<file path="src/rtl/uart_tx_cfg.sv">
// UART transmitter with a per-frame latched format: 5..DBITS data bits,
// none/even/odd parity and 1 or 2 stop bits, paced by an oversampling tick.
module uart_tx_cfg #(
   parameter int unsigned DBITS      = 8,
   parameter int unsigned OVERSAMPLE = 16
) (
   input  logic                         clk,
   input  logic                         reset_n,
   input  logic                         s_tick,
   input  logic [DBITS-1:0]             tx_din,
   input  logic                         tx_start,
   input  logic [$clog2(DBITS+1)-1:0]   cfg_nbits,
   input  logic [1:0]                   cfg_parity,
   input  logic                         cfg_stop2,
   output logic                         tx_ready,
   output logic                         tx_done_tick,
   output logic                         tx
);

   localparam int unsigned NW = $clog2(DBITS + 1);
   localparam int unsigned SW = $clog2(OVERSAMPLE);

   typedef enum logic [2:0] {IDLE, START, DATA, PARITY, STOP} state_t;

   state_t           state_q, state_d;
   logic [SW-1:0]    s_q, s_d;
   logic [NW-1:0]    n_q, n_d;
   logic [NW-1:0]    nbits_q, nbits_d;
   logic [DBITS-1:0] shift_q, shift_d;
   logic             par_q, par_d;
   logic             par_en_q, par_en_d;
   logic             par_odd_q, par_odd_d;
   logic             stop2_q, stop2_d;
   logic             stopc_q, stopc_d;
   logic             tx_q, tx_d;
   logic             done;
   logic             bound;
   logic [NW-1:0]    nbits_clamped;

   always_comb begin
      nbits_clamped = cfg_nbits;
      if (cfg_nbits < NW'(5))
         nbits_clamped = NW'(5);
      else if (cfg_nbits > NW'(DBITS))
         nbits_clamped = NW'(DBITS);
   end

   assign bound = s_tick && (s_q == SW'(OVERSAMPLE - 1));

   always_comb begin
      state_d   = state_q;
      s_d       = s_q;
      n_d       = n_q;
      nbits_d   = nbits_q;
      shift_d   = shift_q;
      par_d     = par_q;
      par_en_d  = par_en_q;
      par_odd_d = par_odd_q;
      stop2_d   = stop2_q;
      stopc_d   = stopc_q;
      done      = 1'b0;

      if (state_q != IDLE && s_tick)
         s_d = bound ? '0 : s_q + SW'(1);

      case (state_q)
         IDLE: begin
            if (tx_start) begin
               shift_d   = tx_din;
               nbits_d   = nbits_clamped;
               par_en_d  = (cfg_parity == 2'b01) || (cfg_parity == 2'b10);
               par_odd_d = (cfg_parity == 2'b10);
               stop2_d   = cfg_stop2;
               s_d       = '0;
               n_d       = '0;
               par_d     = 1'b0;
               stopc_d   = 1'b0;
               state_d   = START;
            end
         end
         START: begin
            if (bound)
               state_d = DATA;
         end
         DATA: begin
            if (bound) begin
               shift_d = shift_q >> 1;
               par_d   = par_q ^ shift_q[0];
               n_d     = n_q + NW'(1);
               if (n_q == nbits_q - NW'(1))
                  state_d = par_en_q ? PARITY : STOP;
            end
         end
         PARITY: begin
            if (bound)
               state_d = STOP;
         end
         STOP: begin
            if (bound) begin
               if (stop2_q && !stopc_q) begin
                  stopc_d = 1'b1;
               end else begin
                  stopc_d = 1'b0;
                  done    = 1'b1;
                  state_d = IDLE;
               end
            end
         end
         default: state_d = IDLE;
      endcase

      // tx is decoded from the next state so the pin changes on the same edge as the FSM
      case (state_d)
         START:   tx_d = 1'b0;
         DATA:    tx_d = shift_d[0];
         PARITY:  tx_d = par_d ^ par_odd_q;
         default: tx_d = 1'b1;
      endcase
   end

   always_ff @(posedge clk or negedge reset_n) begin
      if (!reset_n) begin
         state_q   <= IDLE;
         s_q       <= '0;
         n_q       <= '0;
         nbits_q   <= '0;
         shift_q   <= '0;
         par_q     <= 1'b0;
         par_en_q  <= 1'b0;
         par_odd_q <= 1'b0;
         stop2_q   <= 1'b0;
         stopc_q   <= 1'b0;
         tx_q      <= 1'b1;
      end else begin
         state_q   <= state_d;
         s_q       <= s_d;
         n_q       <= n_d;
         nbits_q   <= nbits_d;
         shift_q   <= shift_d;
         par_q     <= par_d;
         par_en_q  <= par_en_d;
         par_odd_q <= par_odd_d;
         stop2_q   <= stop2_d;
         stopc_q   <= stopc_d;
         tx_q      <= tx_d;
      end
   end

   assign tx           = tx_q;
   assign tx_ready     = (state_q == IDLE);
   assign tx_done_tick = done;

endmodule
</file>
<file path="config.mk">
export PLATFORM = sky130hd
export DESIGN_NAME = uart_tx_cfg
export DESIGN_NICKNAME = d
export VERILOG_FILES = /design/src/rtl/uart_tx_cfg.sv
export SDC_FILE = /design/constraint.sdc
export NUM_CORES = 1
export LEC_CHECK = 0
export CORE_UTILIZATION = 50
export DETAILED_ROUTE_END_ITERATION = 10
export PLACE_DENSITY_LB_ADDON = 0.05
export REMOVE_ABC_BUFFERS = 1
export SLEW_MARGIN = 20
export SYNTH_ARGS = -nofsm -noshare
export SYNTH_HDL_FRONTEND = slang
export SYNTH_SLANG_ARGS = --single-unit
</file>
<file path="constraint.sdc">
create_clock -name clk -period 5.5 [get_ports clk]
set_input_delay 1.65 -clock clk [delete_from_list [all_inputs] [get_ports clk]]
set_output_delay 1.65 -clock clk [all_outputs]
set_load 0.01 [all_outputs]
</file>
## Word level (Yosys, flattened, before mapping)

Cells that the tools add are included.

- Input port bits: 19
- Word-level logic and storage cells: 77
- Bits in registers: 29
- Output and inout port bits: 3

- Equal/unequal tests: 14
- Multiplexer cells: 32
- Reduce and logical (&&, ||, !) cells: 12
- Bitwise logic cells: 2
- Magnitude comparators: 2
- Add/subtract/negate cells: 3

Operators by type and width:

| kind | count |
|---|---|
| 4-bit two-way mux | 8 |
| 3-bit two-way mux | 8 |
| 8-bit two-way mux | 2 |
| 8-bit case mux with 2 select lines | 1 |
| 3-bit case mux with 5 select lines | 1 |
| 3-bit by 2-bit == test with 1-bit output (second input constant) | 4 |
| 4-bit by 1-bit adder with 4-bit output (second input constant) | 2 |
| 1-bit two-way mux | 8 |
| 4-bit case mux with 2 select lines | 1 |
| 3-bit by 1-bit == test with 1-bit output (second input constant) | 2 |
| 2-bit inequality test (second input constant) | 3 |
| 3-bit AND reduction | 2 |
| 4-bit == test | 1 |
| 4-bit == test (second input constant) | 1 |
| 4-bit > comparator (second input constant) | 1 |
| 4-bit by 3-bit < comparator with 1-bit output (second input constant) | 1 |
| 1-bit case mux with 2 select lines | 2 |
| 2-bit nonzero test | 2 |
| 4-bit by 1-bit subtractor with 4-bit output (second input constant) | 1 |
| 3-bit == test (second input constant) | 1 |
| 1-bit logical AND | 3 |
| 3-bit zero test | 1 |
| 1-bit case mux with 3 select lines | 1 |
| 3-bit nonzero test | 1 |
| other kinds (6) | 7 |

## Logic depth before layout (Yosys ltp)

- Depth after elaboration: 7
- Gate-level depth with buffers: 9
- Gate-level depth less buffers: 8

## Worst setup path before layout

Ideal clock, no wire load.

- Path type: input to output
- Start point: in s_tick
- End point: out tx_done_tick
- Stages: 4
- Buffers on the path: 1
- Setup slack: 1.687 ns
- Data arrival time: 2.163 ns
- Data required time: 3.850 ns
- Path through: and4_1 buf_4 nand2_1 nor2_1

- Longest elaborated chain between the ends: 3

RTL lines:

| what | RTL line | text |
|---|---|---|
| start: declaration | 9 | `input logic s_tick,` |
| 1-bit logical AND | 48 | `assign bound = s_tick && (s_q == SW'(OVERSAMPLE - 1));` |
| 1-bit two-way mux | 99 | `if (bound) begin` |
| 1-bit two-way mux | 66 | `case (state_q)` |
| end: declaration | 16 | `output logic tx_done_tick,` |

No other way between the ends.

## Worst setup path in the final report

Ends and elaborated chain as after synthesis.

==> impl_metrics.py <==
metrics = {
    "final_layout": {
        "final_cell_mix": "nand2_1 (36), dfrtp_1 (28), clkdlybuf4s50_1 (21)",
        "final_common_cell": "nand2_1",
        "area_delta_synth_final_pct": 19.0,
        "final_core_util_pct": 63.2,
        "antenna-diode-count": 0,
        "finalInstanceArea_um2": 1760,
        "finalNonFillerCells": 208,
        "drive_gt1_share_pct": 7.91,
        "num-nets-final": 199,
        "fill_cells": 245,
    },
    "global_routing": {
        "grt_usage_pct": 21.8,
        "antenna_found_initial": 0,
        "grt_max_degree": 30,
        "grt_pass1_vias": 1182,
        "overflow": 0,
        "grt_pass1_wl_um": 5160,
    },
    "sta": {
        "max_freq_mhz": 201,
        "worstMarginPinSlew_ps": 663,
        "setup_ws_ps": 519,
        "drv_slew": 0,
        "fin_crit_ps": 4980,
        "hold_viol_final": 0,
        "rsz0062_at_grt": "false",
        "worst_clock_skew_ps": 23.1,
        "setup_violations": 0,
        "max_slew_margin_pct": 55.8,
        "finalCritPeriodShare_pct": 90.6,
        "setup_tns_ps": 0,
    },
    "place": {
        "place_ws_ps": 530,
        "placed_area_um2": 1700,
        "dp_cells": 200,
        "portBuffers": 21,
        "gp_congestion": 0.797,
        "dp_hpwl_um": 2080,
    },
    "setup_path": {
        "slowest_stage": "clkdlybuf4s50_1",
        "endpoint_kind": "output pin",
        "path_cells": "clkdlybuf4s50_1 -> and4_1 -> nand2_1 -> nor2_1 -> clkdlybuf4s50_1",
        "worstRegToRegCells": 7,
        "reg2reg_from": "state_q[2]$_DFF_PN0_",
        "reg2reg_slack_ps": 3170,
        "crit_fanout": 7,
        "start_kind": "primary input",
        "r2r_end": "tx$_DFF_PN1_",
        "worstPathArrival_ps": 3330,
        "cp.required_ps": 3850,
        "crit_top_cell": "clkdlybuf4s50_1",
        "critPathMaxStageDelay_ps": 580,
        "critical_path_class": "primary input to output pin",
        "critPathBufInv": 2,
        "cp_top_family": "buffers and inverters",
    },
    "routing": {
        "drt_iter0_markers": 65,
        "wirelength_um": 2940,
        "vias_per_cell": 5.62,
        "drc_errors": 0,
        "ant_nets": 0,
        "wl_per_cell_um": 14.2,
        "num_vias": 1168,
        "firstDrtPassIters": 4,
    },
    "hold_path": {
        "hp-class": "register to register",
        "min_path_cells": 2,
        "hold_path.startpoint": "shift_q[6]$_DFFE_PN0P_",
        "min_to": "shift_q[6]$_DFFE_PN0P_",
    },
    "cts": {
        "numCtsBuffers": 5,
        "cts_tree": "yes",
        "htreeDepth": 2,
        "clockBufferDepth": 2,
        "root_buffer": "clkbuf_4",
        "cts_resized": 0,
        "holdBufCountCts": 0,
        "postCtsSetupBuffers": 0,
        "cts.clk_slew.worst_paths_ps": 80,
        "cts.sinks": 29,
        "clk_latency_ps": 340,
    },
    "yosys": {
        "syn_inst": 153,
        "synth_compound_area_share_pct": 14.7,
        "ys_ff_latch": 29,
        "async_reset_ff_share_pct": 100,
        "netlist_area_um2": 1480,
        "avgSynthCellArea_um2": 9.65,
        "synth_top_family_by_area": "simple AND/OR/NAND/NOR gates",
        "synth_warnings": 0,
        "synthXorXnorAreaFrac_pct": 6.27,
        "synth_enable_flop_cells": 0,
        "yosys.area_share.simple_pct": 20.0,
        "ys_seq_area_share_pct": 49.2,
        "synth_ff_type": "dfrtp_1",
        "ys_types": 37,
        "muxShareOfSynthArea_pct": 2.46,
        "synthAdderAreaFrac_pct": 3.39,
    },
    "job": {
        "max_cap_violations": 0,
    },
    "power": {
        "leakagePower_nw": 0.817,
        "peakVddDrop_uv": 287,
        "power_density_nw_per_um2": 402,
    },
    "die": {
        "die_h_um": 56.3,
        "die_area_um2": 3170,
        "io_pins": 22,
        "rows": 19,
        "die_w_um": 56.3,
        "fp.coreArea_um2": 2780,
        "initial_core_util_pct": 53.1,
    },
    "outcome": {
        "status": "finished clean",
    },
}
==> per-layer routing <==
layer  vias to the layer above  part of all wire (%)  track usage [%]  routed length (um)
met5                         -                     0                0                   0
met4                         0                   2.7             14.6                  80
met3                         8                   3.7             4.84                 109
met2                        27                    47             34.0                1380
met1                       549                    47             27.1                1370
li1                        584                     -                -                   -
==> through the flow <==
| step | total power, W | hold slack [ps] |
|---|---|---|
| after floorplan | 0.000496 | 447 |
| after global placement | 0.000559 | 460 |
| after detailed placement | 0.000571 | 465 |
| after CTS | 0.000711 | 485 |
| after global routing | 0.000761 | 510 |
| final | 0.000706 | 480 |
==> where the power goes <==
| part | switching [W] | internal, W |
|---|---|---|
| combinational | 0.000114 | 0.000112 |
| sequential | 0.0000600 | 0.000283 |
| clock | 0.0000744 | 0.0000630 |
| total | 0.000248 | 0.000458 |
==> synth_stat cells (4+ instances only) <==
master   count  area, um2
inv_1        5       18.8
ha_1         4       50.1
dfrtp_1     28        701
a22o_1       4       35.0
o21ai_0     10       50.1
buf_2        4       20.0
xor2_1       5       43.8
nand2_1     36        135
nor2_1       8       30.0
a22oi_1      7       52.6
==> cell type report <==
cell class / count / area (um2) / share of cell area (%)
clock buffers: 8 / 58.8 / 3.35
flip-flops and latches: 29 / 727 / 41.4
repair buffers: 22 / 218 / 12.4
well taps: 31 / 38.8 / 2.21
inverters: 6 / 22.5 / 1.28
multi-input cells: 112 / 692 / 39.4
==> cells by family (layout without fill, tap and decap cells) <==
| group | count (synthesis) | count (layout) |
|---|---|---|
| buffers and inverters | 12 | 36 |
| flip-flops | 29 | 29 |
| adder cells (fa/ha/maj) | 4 | 4 |
| AO/OA/AOI/OAI | 32 | 32 |
| XOR/XNOR | 9 | 9 |
| AND/OR/NAND/NOR | 64 | 64 |
| multiplexers | 3 | 3 |
==> flip-flops by register name, summed over array words and instances (netlist names) <==
name and cells:
n_q 4, s_q 4, stopc_q 1, tx 1
par_en_q 1, shift_q 8, par_odd_q 1, state_q 3
nbits_q 4, stop2_q 1, par_q 1
==> tightest hold or removal path, stage by stage (launching register included) <==
cell	delay [ps]
dfrtp_1	350
nand2_1	50
nand2_1	60
==> worst max-delay path by stage <==
stage | start | to | slack [ps] | cells past startpoint
after floorplan | s_tick | tx_done_tick | 1690 | 3
after global placement | s_tick | tx_done_tick | 570 | 5
after detailed placement | s_tick | tx_done_tick | 530 | 5
after CTS | s_tick | tx_done_tick | 520 | 5
after global routing | s_tick | tx_done_tick | 420 | 5
final | s_tick | tx_done_tick | 520 | 5
Power figures use the tool's default switching activity.
